<file path="src/rtl/lsu_ecc_scrub.sv">
// ---------------------------------------------------------------------------
// lsu_ecc_scrub
//
// Correction-writeback stage behind the DCCM ECC check/merge stage. Loads
// that saw a single-bit (SEC) error in dc3 have their corrected bank line(s)
// captured into a small FIFO. A two-state drain FSM writes each line back to
// the DCCM through a req/gnt port together with freshly encoded ECC, so the
// latent error in the array is scrubbed. A saturating SEC event counter with
// a sticky threshold flag is kept alongside.
//
// Ports
//   clk, rst_l                       clock, asynchronous active-low reset
//   cap_en_dc3                       dc3 load eligible for capture
//   single_ecc_error_hi/lo_dc3       SEC seen on hi / lo bank
//   double_ecc_error_dc3             DED on either bank (suppresses capture)
//   lsu_addr_dc3, end_addr_dc3       start / end byte address of the access
//   store_ecc_datafn_hi/lo_dc3       corrected bank data
//   dccm_wr_en_any, dccm_wr_addr_any competing DCCM write (store drain)
//   scrub_wr_gnt                     write port granted
//   scrub_wr_req/addr/data/ecc       scrub write request and payload
//   scrub_full                       fewer than 2 free FIFO entries
//   scrub_busy                       FIFO non-empty
//   scrub_ovf                        sticky: a capture was dropped
//   sec_count                        saturating SEC event count
//   sec_thresh                       count threshold (0 disables)
//   sec_thresh_hit                   sticky: sec_count reached sec_thresh
//   sec_clr                          clears sec_count, sec_thresh_hit, scrub_ovf
// ---------------------------------------------------------------------------

// ---------------------------------------------------------------------------
// rvecc_encode_64
//
// Combinational SEC-DED encoder. The low ECC_WIDTH-1 bits are Hamming check
// bits: data bits occupy the non-power-of-two codeword positions in order and
// check bit k covers every position with bit k set. The top bit is overall
// parity over data and check bits.
//
// Ports
//   din      data word
//   ecc_out  check bits {overall_parity, hamming[ECC_WIDTH-2:0]}
// ---------------------------------------------------------------------------
module rvecc_encode_64 #(
    parameter int DATA_WIDTH = 64,
    parameter int ECC_WIDTH  = 8
) (
    input  logic [DATA_WIDTH-1:0] din,
    output logic [ECC_WIDTH-1:0]  ecc_out
);

    localparam int K = ECC_WIDTH - 1;

    // Data-bit coverage mask of Hamming check bit k, evaluated at elaboration.
    function automatic logic [DATA_WIDTH-1:0] f_mask(input int k);
        logic [DATA_WIDTH-1:0] m;
        int d;
        m = '0;
        d = 0;
        for (int pos = 1; pos < (1 << K); pos++) begin
            if (((pos & (pos - 1)) != 0) && (d < DATA_WIDTH)) begin
                if (((pos >> k) & 1) != 0) begin
                    m = m | (DATA_WIDTH'(1) << d);
                end
                d++;
            end
        end
        return m;
    endfunction

    logic [K-1:0] w_chk;

    genvar gi;
    generate
        for (gi = 0; gi < K; gi++) begin : g_chk
            localparam logic [DATA_WIDTH-1:0] MASK = f_mask(gi);
            assign w_chk[gi] = ^(din & MASK);
        end
    endgenerate

    assign ecc_out = {^{din, w_chk}, w_chk};

endmodule

module lsu_ecc_scrub #(
    parameter int DATA_WIDTH = 64,
    parameter int ECC_WIDTH  = 8,
    parameter int ADDR_BITS  = 16,
    parameter int DEPTH      = 4,
    parameter int CNT_WIDTH  = 16
) (
    input  logic                  clk,
    input  logic                  rst_l,
    input  logic                  cap_en_dc3,
    input  logic                  single_ecc_error_hi_dc3,
    input  logic                  single_ecc_error_lo_dc3,
    input  logic                  double_ecc_error_dc3,
    input  logic [ADDR_BITS-1:0]  lsu_addr_dc3,
    input  logic [ADDR_BITS-1:0]  end_addr_dc3,
    input  logic [DATA_WIDTH-1:0] store_ecc_datafn_hi_dc3,
    input  logic [DATA_WIDTH-1:0] store_ecc_datafn_lo_dc3,
    input  logic                  dccm_wr_en_any,
    input  logic [ADDR_BITS-1:0]  dccm_wr_addr_any,
    input  logic                  scrub_wr_gnt,
    output logic                  scrub_wr_req,
    output logic [ADDR_BITS-1:0]  scrub_wr_addr,
    output logic [DATA_WIDTH-1:0] scrub_wr_data,
    output logic [ECC_WIDTH-1:0]  scrub_wr_ecc,
    output logic                  scrub_full,
    output logic                  scrub_busy,
    output logic                  scrub_ovf,
    output logic [CNT_WIDTH-1:0]  sec_count,
    input  logic [CNT_WIDTH-1:0]  sec_thresh,
    output logic                  sec_thresh_hit,
    input  logic                  sec_clr
);

    localparam int PTR_W  = $clog2(DEPTH);
    localparam int OCC_W  = PTR_W + 1;
    localparam int LINE_W = ADDR_BITS - 3;
    localparam int SUM_W  = CNT_WIDTH + 1;

    typedef enum logic {
        S_IDLE = 1'b0,
        S_REQ  = 1'b1
    } state_t;

    // ---------------------------------------------------------------- state
    state_t                r_state;
    logic                  r_wr_req;
    logic [DEPTH-1:0]      r_valid;
    logic [LINE_W-1:0]     r_line [DEPTH];   // 8-byte line address only
    logic [DATA_WIDTH-1:0] r_data [DEPTH];
    logic [PTR_W-1:0]      r_rd_ptr;
    logic [PTR_W-1:0]      r_wr_ptr;
    logic [OCC_W-1:0]      r_count;
    logic                  r_ovf;
    logic                  r_thresh_hit;
    logic [CNT_WIDTH-1:0]  r_sec_count;

    // ---------------------------------------------------------------- wires
    logic                  w_qual;
    logic                  w_push_lo;
    logic                  w_push_hi;
    logic                  w_acc_lo;
    logic                  w_acc_hi;
    logic                  w_drop;
    logic                  w_pop;
    logic [LINE_W-1:0]     w_lo_line;
    logic [LINE_W-1:0]     w_hi_line;
    logic [LINE_W-1:0]     w_wr_line;
    logic                  w_lo_hit;
    logic                  w_hi_hit;
    logic [OCC_W-1:0]      w_free;
    logic [OCC_W-1:0]      w_count_next;
    logic [PTR_W-1:0]      w_lo_slot;
    logic [PTR_W-1:0]      w_hi_slot;
    logic [PTR_W-1:0]      w_rd_ptr_next;
    logic [PTR_W-1:0]      w_wr_ptr_next;
    logic [DEPTH-1:0]      w_line_hit;
    logic [DEPTH-1:0]      w_valid_next;
    logic                  w_head_ok_next;
    logic [1:0]            w_sec_inc;
    logic [SUM_W-1:0]      w_sec_sum;
    logic [CNT_WIDTH-1:0]  w_sec_sat;
    logic                  w_unused_bits;

    // Byte offsets only matter for the bank-crossing test on bit 3.
    assign w_unused_bits = ^{lsu_addr_dc3[2:0], end_addr_dc3[2:0], dccm_wr_addr_any[2:0]};

    // ---------------------------------------------------------------- push
    assign w_qual    = cap_en_dc3 & ~double_ecc_error_dc3;
    assign w_push_lo = w_qual & single_ecc_error_lo_dc3;
    // The hi bank is only part of the access when start and end fall in
    // different 8-byte lines.
    assign w_push_hi = w_qual & single_ecc_error_hi_dc3 & (lsu_addr_dc3[3] ^ end_addr_dc3[3]);

    assign w_lo_line = lsu_addr_dc3[ADDR_BITS-1:3];
    assign w_hi_line = end_addr_dc3[ADDR_BITS-1:3];
    assign w_wr_line = dccm_wr_addr_any[ADDR_BITS-1:3];

    // A store drain to the same line makes the captured copy stale.
    assign w_lo_hit = dccm_wr_en_any & (w_lo_line == w_wr_line);
    assign w_hi_hit = dccm_wr_en_any & (w_hi_line == w_wr_line);

    // Free space is taken from registered occupancy; a same-cycle pop does
    // not make room for a same-cycle push. lo is always offered first.
    assign w_free   = OCC_W'(DEPTH) - r_count;
    assign w_acc_lo = w_push_lo & (w_free != '0);
    assign w_acc_hi = w_push_hi & (w_free > OCC_W'(w_acc_lo));
    assign w_drop   = (w_push_lo & ~w_acc_lo) | (w_push_hi & ~w_acc_hi);

    assign w_lo_slot = r_wr_ptr;
    assign w_hi_slot = r_wr_ptr + PTR_W'(w_acc_lo);

    // ---------------------------------------------------------------- pop
    // REQ pops on grant; IDLE silently discards an invalidated head.
    assign w_pop = (r_state == S_REQ) ? scrub_wr_gnt
                                      : ((r_count != '0) & ~r_valid[r_rd_ptr]);

    assign w_wr_ptr_next = r_wr_ptr + PTR_W'(w_acc_lo) + PTR_W'(w_acc_hi);
    assign w_rd_ptr_next = r_rd_ptr + PTR_W'(w_pop);
    assign w_count_next  = r_count + OCC_W'(w_acc_lo) + OCC_W'(w_acc_hi) - OCC_W'(w_pop);

    // ---------------------------------------------------------------- entry valid
    genvar gi;
    generate
        for (gi = 0; gi < DEPTH; gi++) begin : g_entry
            logic w_v_nxt;

            assign w_line_hit[gi] = dccm_wr_en_any & (r_line[gi] == w_wr_line);

            always_comb begin
                w_v_nxt = r_valid[gi];
                if (w_pop && (r_rd_ptr == PTR_W'(gi))) begin
                    w_v_nxt = 1'b0;
                end
                if (w_line_hit[gi]) begin
                    w_v_nxt = 1'b0;
                end
                if (w_acc_lo && (w_lo_slot == PTR_W'(gi))) begin
                    w_v_nxt = ~w_lo_hit;
                end
                if (w_acc_hi && (w_hi_slot == PTR_W'(gi))) begin
                    w_v_nxt = ~w_hi_hit;
                end
            end

            assign w_valid_next[gi] = w_v_nxt;
        end
    endgenerate

    // Request for the next cycle is decided from the post-update head so a
    // capture in cycle N is already requesting in N+1, and an invalidated
    // head drops the request one cycle after the hazard.
    assign w_head_ok_next = (w_count_next != '0) & w_valid_next[w_rd_ptr_next];

    // ---------------------------------------------------------------- FIFO
    always_ff @(posedge clk or negedge rst_l) begin
        if (!rst_l) begin
            r_valid  <= '0;
            r_rd_ptr <= '0;
            r_wr_ptr <= '0;
            r_count  <= '0;
            for (int i = 0; i < DEPTH; i++) begin
                r_line[i] <= '0;
                r_data[i] <= '0;
            end
        end else begin
            r_valid  <= w_valid_next;
            r_rd_ptr <= w_rd_ptr_next;
            r_wr_ptr <= w_wr_ptr_next;
            r_count  <= w_count_next;
            for (int i = 0; i < DEPTH; i++) begin
                if (w_acc_lo && (w_lo_slot == PTR_W'(i))) begin
                    r_line[i] <= w_lo_line;
                    r_data[i] <= store_ecc_datafn_lo_dc3;
                end else if (w_acc_hi && (w_hi_slot == PTR_W'(i))) begin
                    r_line[i] <= w_hi_line;
                    r_data[i] <= store_ecc_datafn_hi_dc3;
                end
            end
        end
    end

    // ---------------------------------------------------------------- drain FSM
    always_ff @(posedge clk or negedge rst_l) begin
        if (!rst_l) begin
            r_state  <= S_IDLE;
            r_wr_req <= 1'b0;
        end else begin
            case (r_state)
                S_IDLE: begin
                    if (w_head_ok_next) begin
                        r_state  <= S_REQ;
                        r_wr_req <= 1'b1;
                    end
                end
                S_REQ: begin
                    if (!w_head_ok_next) begin
                        r_state  <= S_IDLE;
                        r_wr_req <= 1'b0;
                    end
                end
                default: begin
                    r_state  <= S_IDLE;
                    r_wr_req <= 1'b0;
                end
            endcase
        end
    end

    // ---------------------------------------------------------------- SEC counter
    assign w_sec_inc = {1'b0, w_push_lo} + {1'b0, w_push_hi};
    assign w_sec_sum = {1'b0, r_sec_count} + SUM_W'(w_sec_inc);
    assign w_sec_sat = w_sec_sum[CNT_WIDTH] ? '1 : w_sec_sum[CNT_WIDTH-1:0];

    always_ff @(posedge clk or negedge rst_l) begin
        if (!rst_l) begin
            r_sec_count  <= '0;
            r_thresh_hit <= 1'b0;
            r_ovf        <= 1'b0;
        end else if (sec_clr) begin
            r_sec_count  <= '0;
            r_thresh_hit <= 1'b0;
            r_ovf        <= 1'b0;
        end else begin
            r_sec_count <= w_sec_sat;
            if ((sec_thresh != '0) && (w_sec_sat >= sec_thresh)) begin
                r_thresh_hit <= 1'b1;
            end
            if (w_drop) begin
                r_ovf <= 1'b1;
            end
        end
    end

    // ---------------------------------------------------------------- outputs
    assign scrub_wr_req  = r_wr_req;
    assign scrub_wr_addr = r_wr_req ? {r_line[r_rd_ptr], 3'b000} : '0;
    assign scrub_wr_data = r_wr_req ? r_data[r_rd_ptr] : '0;

    rvecc_encode_64 #(
        .DATA_WIDTH (DATA_WIDTH),
        .ECC_WIDTH  (ECC_WIDTH)
    ) u_enc (
        .din     (scrub_wr_data),
        .ecc_out (scrub_wr_ecc)
    );

    assign scrub_full     = (r_count >= OCC_W'(DEPTH - 1));
    assign scrub_busy     = (r_count != '0);
    assign scrub_ovf      = r_ovf;
    assign sec_count      = r_sec_count;
    assign sec_thresh_hit = r_thresh_hit;

endmodule

</file>
<file path="config.mk">
export PLATFORM = sky130hd
export DESIGN_NAME = lsu_ecc_scrub
export DESIGN_NICKNAME = d
export VERILOG_FILES = /design/src/rtl/lsu_ecc_scrub.sv
export SDC_FILE = /design/constraint.sdc
export NUM_CORES = 1
export LEC_CHECK = 0
export CORE_MARGIN = 5
export CORE_UTILIZATION = 35
export DETAILED_ROUTE_END_ITERATION = 12
export PLACE_DENSITY = 0.54
export REMOVE_ABC_BUFFERS = 1
export SYNTH_ARGS = -nofsm -noshare
export SYNTH_HDL_FRONTEND = slang
export SYNTH_SLANG_ARGS = --single-unit
</file>
<file path="constraint.sdc">
create_clock -name clk -period 7.57 [get_ports clk]
set_input_delay 1.514 -clock clk [delete_from_list [all_inputs] [get_ports clk]]
set_output_delay 1.514 -clock clk [all_outputs]
set_load 0.05 [all_outputs]
</file>
# == After elaboration in Yosys (flattened, before gate mapping) ==
# Index checks and enable logic that the tools add are counted.
# totals
output_inout_bits,109
register_bits,339
# op_classes
order_cmp,6
n_eq_ne,17
n_mux,55
addsub,9
n_reduce_logical,35
bitwise,26
# op_table
operator,count
two-way mux 64 bit,11
parity 64 bit,7
two-way mux 13 bit,10
binary-select mux 64 bit (select 2 bit),1
equality test 13 bit,6
parity 71 bit,1
two-way mux 16 bit,3
binary-select mux 13 bit (select 2 bit),1
two-way mux 1 bit,26
adder 16 x 2 -> 17 bit,1
AND 1 bit,16
greater-or-equal comparator 16 bit,1
nonzero test 16 bit,1
logical AND 1 bit,13
equality test 2 bit (second input constant),6
nonzero test 2 bit,6
nonzero test 3 bit,3
inverter 1 bit,7
adder 2 x 1 -> 2 bit,3
adder 3 x 1 -> 3 bit,2
equality test 2 x 1 -> 1 bit (second input constant),3
logical NOT 2 bit,3
< comparator 2 x 3 -> 1 bit (second input constant),2
binary-select mux 1 bit (select 2 bit),2
other kinds (12),13

# == Longest topological paths before layout ==
# depth
ltp_word,15
mapped_depth,24

# == By module ==
# Synthesis repeated with hierarchy kept, for this count alone.
# hier_totals
cells_unflattened,2092
hier_area_um2,20850.0
# modules_own_cells
module,cells_each,seq_area_each_um2,area_each_um2,n_inst
lsu_ecc_scrub,1985,8483.1,19462.4,1
rvecc_encode_64,107,0.0,1387.6,1

# == Least setup slack after synthesis ==
# OpenSTA, ideal clock, no wires.
# synth_path
path_kind,input to register
from,input lsu_addr_dc3[3]
to,register r_thresh_hit (netlist: sec_thresh_hit)
t_arrival_ns,5.587
stages,24
setup_slack_ns,1.859
t_required_ns,7.446
cell_sequence,clkbuf_1 xor2_1 nand3_1 fa_1 inv_1 ha_1 and2_1 nand2_1 or3_1 clkbuf_1 and2_1 ha_1 nand2b_1 a21o_1 a21o_1 a21o_1 a21o_1 a21o_1 a21o_1 a21o_1 a21oi_1 o21ai_0 a211oi_1 nor2_1
# synth_between
elab_chain_len,8
# synth_rtl
item,line,source
from (decl),96,"input logic [ADDR_BITS-1:0] lsu_addr_dc3,"
bitwise XOR 1 bit,174,assign w_push_hi = w_qual & single_ecc_error_hi_dc3 & (lsu_addr_dc3[3] ^ end_addr_dc3[3]);
AND 1 bit,174,
adder 1 x 1 -> 2 bit,292,"assign w_sec_inc = {1'b0, w_push_lo} + {1'b0, w_push_hi};"
adder 16 x 2 -> 17 bit,293,"assign w_sec_sum = {1'b0, r_sec_count} + SUM_W'(w_sec_inc);"
two-way mux 16 bit,294,assign w_sec_sat = w_sec_sum[CNT_WIDTH] ? '1 : w_sec_sum[CNT_WIDTH-1:0];
greater-or-equal comparator 16 bit,307,if ((sec_thresh != '0) && (w_sec_sat >= sec_thresh)) begin
logical AND 1 bit,307,
nonzero test 2 bit (no line),--,
to (signal assigned),299,r_thresh_hit <= 1'b0;
to (signal assigned),303,r_thresh_hit <= 1'b0;
to (signal assigned),308,r_thresh_hit <= 1'b1;
to (decl),136,logic r_thresh_hit;
# Every way passes these cells.
# A chain may end at the register's enable or synchronous reset.

# == Final worst setup path ==
# layout_path
from,register r_rd_ptr[1]
to,output scrub_wr_ecc[7]
# layout_between
elab_chain_len,7
word_cells_on_any_way,13
cone_classes,4 x mux; 1 x bitwise; 8 x reduce/logical
# layout_rtl
item,line,source
from (decl),132,logic [PTR_W-1:0] r_rd_ptr;
from (signal assigned),249,r_rd_ptr <= w_rd_ptr_next;
inverter 2 -> 3 bit (not written as such) *,319,assign scrub_wr_data = r_wr_req ? r_data[r_rd_ptr] : '0;
binary-select mux 64 bit (select 2 bit) *,319,
two-way mux 64 bit (not written as such) * (2 in a row),319,
two-way mux 64 bit *,319,
parity 64 bit,75,assign w_chk[gi] = ^(din & MASK);
parity 71 bit *,79,"assign ecc_out = {^{din, w_chk}, w_chk};"
to (decl),106,"output logic [ECC_WIDTH-1:0] scrub_wr_ecc,"
# Every way passes the cells marked *; elsewhere a longest branch is shown, timed or not. The select of a mux whose other input is x is not followed.

==> results.md <==
Detailed routing:
- In the detailed route, the total length drawn on met3 is 5120 µm.
- For this block, the initial DRC count from the detailed router was 1229.
- The post-detailed-route wirelength per cell is 22.6 µm.
- The number of antenna-violating nets in the routed design is 0.
- The via count is 17100.
- Before antenna repair, the detailed router went through 7 iterations.
- The via density per instance is 5.20.
- The final wirelength is 74000 µm.
- Wire segments on met2 add up to 35300 µm in the final route.
- The post-route DRC violation count is 0.
- The detailed-routing wirelength on met1 is ~32000 µm.
- The detailed router used layers up to and including met5.

Die:
- The die outline area is 0.0679 mm².
- The total area inside the core boundary comes to 0.0619 mm².
- The die is around 260 µm tall.
- Measured along the x axis, the die boundary spans 261 µm.
- For this configuration, the core starts out at a cell density of 35.5%.
- The number of rows in the core area is 91.
- During I/O placement, the number of pins put on the boundary was 310.

Critical path:
- The worst setup path is launched from a register.
- The worst register-to-register path ends at sec_thresh_hit$_DFFE_PN0P_.
- Measured in cells, the most critical reg-to-reg path has a length of 21.
- The startpoint identified for the worst register-to-register timing path is sec_count[0]$_DFF_PN0_.
- The flop-to-flop setup slack is 3.17 ns.
- The path type of the worst setup path is reg2out.
- STA puts the critical path data required time at 6.06 ns.
- The kind of end point of the critical path is an output pin.
- The arrival time of data at the critical path endpoint is 5.32 ns.
- The maximum net fanout on the critical path is 48.

Hold path:
- The path with the worst hold slack has its endpoint at scrub_ovf$_DFFE_PN0P_.
- The depth of the worst hold-timing path is 2.
- The worst hold path begins at scrub_ovf$_DFFE_PN0P_.
- The path class of the tightest hold or removal check is reg2reg.

Global routing:
- After global routing the overflow that remains totals 0.
- The global-route usage over all layers is 21.3%.
- The number of antenna violations at the first check in global routing came to 17.
- The first global-routing pass estimated 112000 µm of wire.
- The largest net degree at the start of global routing is about 160.
- The number of global-route vias before repair is approximately 18000.

Timing:
- Of the available clock period, the critical path in the final layout requires 90.3%.
- The worst pin sits at a relative slew slack of 29.7%.
- The final max-slew violation count is 0.
- For the finished layout, the period the worst path requires is 6.84 ns.
- The final-layout worst hold slack is 0.519 ns.
- The number of endpoints with negative hold slack in the final report came to 0.
- Adding up every negative setup slack in the final design gives 0 ns.
- Based on the critical path, the design can be clocked at up to 146 MHz.
- Setup repair after global routing left no endpoint under its margin.
- The slack of the critical path is between 0.7 and 0.8 ns.
- The post-route clock skew is 0.0151 ns.
- At the pin with the least slew margin, the transition time is 1.05 ns.
- The final count of negative-setup-slack endpoints is 0.

Logic synthesis:
- Synthesis produced a netlist whose cell count is 2192.
- The mean instance size in the synthesized netlist is 10.0 µm².
- The post-synthesis cell type count is 54.
- Of all flip-flops after synthesis, the portion carrying an async set or reset was 100%.
- The cell taking the most area after synthesis is sky130_fd_sc_hd__dfrtp_1.
- The dominant register cell in the synthesized netlist is sky130_fd_sc_hd__dfrtp_1.
- The flop and latch count out of synthesis is 339.
- In the post-synthesis netlist, the biggest area contributors are sky130_fd_sc_hd__dfrtp_1, sky130_fd_sc_hd__mux2i_1, sky130_fd_sc_hd__mux4_2.
- Yosys instantiated no cell more often than sky130_fd_sc_hd__dfrtp_1.
- In the synthesized netlist, the cells that appear most often are sky130_fd_sc_hd__dfrtp_1, sky130_fd_sc_hd__mux2i_1, sky130_fd_sc_hd__nand2_1.
- The area of the mapped netlist is 0.0220 mm².
- The count of yosys warnings during synthesis is 0.
- Yosys mapped a number of flops with a built-in enable equal to 0.
- The share of Yosys cell area claimed by the top area cell type is 38.6%.
- Sequential elements use about two fifths of the synthesized area.

Flow run:
- Across the run, the number of max-cap violations was 0.

Finish:
- The count of nets after finishing is approximately 2600.
- Of the cells placed in the final design, the portion with a size suffix greater than 1 is 7.97%.
- The number of fill cells is 5984.
- Compared with the post-synthesis result, the final layout area differs by 22.7%.

Placement:
- The half-perimeter wire length after placement is ~49000 µm.
- Buffers placed on the I/O ports in this run total 297.
- At the placement stage, the worst setup path has a slack of 1.01 ns.
- The congestion estimate from routability-driven global placement came to approximately 0.88.

Clock tree:
- The number of hold buffers added after cts is 0.
- The number of gates resized after cts is 0.
- The maximum root-to-sink buffer count is 3.
- The library cell used as clock root buffer is sky130_fd_sc_hd__clkbuf_16.
- TritonCTS created 44 clock buffers.
- Clock-pin slew was measured on the worst setup and hold paths at roughly 0.050 ns.
- TritonCTS built the clock tree.
- The clock sink count is around 340.
- The number of setup buffers added after CTS is 0.
- The level count of the clock H-tree is 2.
- The clock reaches the later pin of the worst-skew pair after 0.56 ns.

Run status:
- The flow ran to the end, and the final reports show no timing, DRC or antenna violations.
[registers in the layout, summed over array words and instances, names as in the netlist]
register	cells
scrub_wr_req	1
sec_count	16
r_data	256
r_line	52
r_valid	4
scrub_ovf	1
r_count	3
sec_thresh_hit	1
r_wr_ptr	2
r_state	1
r_rd_ptr	2
[worst max-delay path, stage by stage (launching register included)]
cell                              delay (ns)
sky130_fd_sc_hd__dfrtp_4                1.00
sky130_fd_sc_hd__buf_4                  0.47
sky130_fd_sc_hd__nor2_1                 0.09
sky130_fd_sc_hd__a21oi_1                0.29
sky130_fd_sc_hd__and2b_1                0.25
sky130_fd_sc_hd__xnor2_1                0.15
sky130_fd_sc_hd__xnor2_1                0.37
sky130_fd_sc_hd__xor2_1                 0.21
sky130_fd_sc_hd__xnor3_1                0.27
sky130_fd_sc_hd__xnor2_2                0.21
sky130_fd_sc_hd__xnor2_1                0.18
sky130_fd_sc_hd__xnor2_1                0.16
sky130_fd_sc_hd__xor3_1                 0.25
sky130_fd_sc_hd__clkdlybuf4s50_1        0.83
[worst max path at each step]
stage | to | cells after the start | slack (ns) | start
floorplan | scrub_wr_req$_DFFE_PN0P_ | 10 | -2.99 | cap_en_dc3
global placement | sec_thresh_hit$_DFFE_PN0P_ | 23 | 0.97 | lsu_addr_dc3[3]
detailed placement | sec_thresh_hit$_DFFE_PN0P_ | 23 | 1.01 | lsu_addr_dc3[3]
CTS | scrub_wr_ecc[7] | 13 | 0.63 | r_rd_ptr[1]$_DFF_PN0_
global route | scrub_wr_ecc[7] | 13 | 0.44 | r_rd_ptr[1]$_DFF_PN0_
finish | scrub_wr_ecc[7] | 13 | 0.73 | r_rd_ptr[1]$_DFF_PN0_
[cell type report]
cell class	count	area (µm²)	share of cell area, %
Inverter	29	109	0.404
Clock buffer	63	1260	4.68
Multi-Input combinational cell	1668	12700	47.2
Antenna cell	7	17.5	0.0649
Clock inverter	12	93.8	0.348
Tap cell	837	1050	3.88
Sequential cell	339	8490	31.5
Timing Repair Buffer	323	3220	11.9
[cells by family (layout without fill, tap and decap cells)]
group | Yosys count | after routing | share of synthesized area, %
compound gates | 392 | 392 | 9.38
other cells | 1 | 10 | 0.0171
mux | 396 | 396 | 22.9
buf+inv | 187 | 427 | 3.79
simple gates | 542 | 542 | 10.9
flops | 339 | 339 | 38.6
fa+ha+maj | 31 | 31 | 1.85
xor+xnor | 304 | 304 | 12.6
[layout by cell type (no fill, tap or decap), drive strengths merged, types with 3 or more instances in the layout]
cell type,n
nand2,203
o22ai,6
nor2b,11
inv,30
and2,79
a31oi,3
nand4,17
a211oi,7
nand3,10
conb,3
a21oi,193
clkbuf,63
xor2,108
buf,27
mux2i,312
dfrtp,339
a21o,9
nand2b,4
fa,3
xnor2,194
mux4,83
o21ai,162
nor3,6
nor2,189
clkinv,8
clkdlybuf4s50,296
diode,7
ha,27
nor4,10
and3,7
[layer usage]
metal,up-vias,track usage [%]
li1,8027,-
met4,18,5.08
met3,114,5.26
met1,8411,28.4
met5,-,0
met2,482,35.2
[stage by stage]
stage	cell area (µm²)	cells	utilization, %
after floorplan	21300	2036	-
after global placement	25600	3196	41.3
after detailed placement	25600	3196	41.3
after CTS	27000	3271	43.5
after global routing	27000	3273	43.5
final	27000	3278	43.6
Power is not shown: default switching activity piles up to over one toggle a cycle in this logic, so the estimate is an artifact.
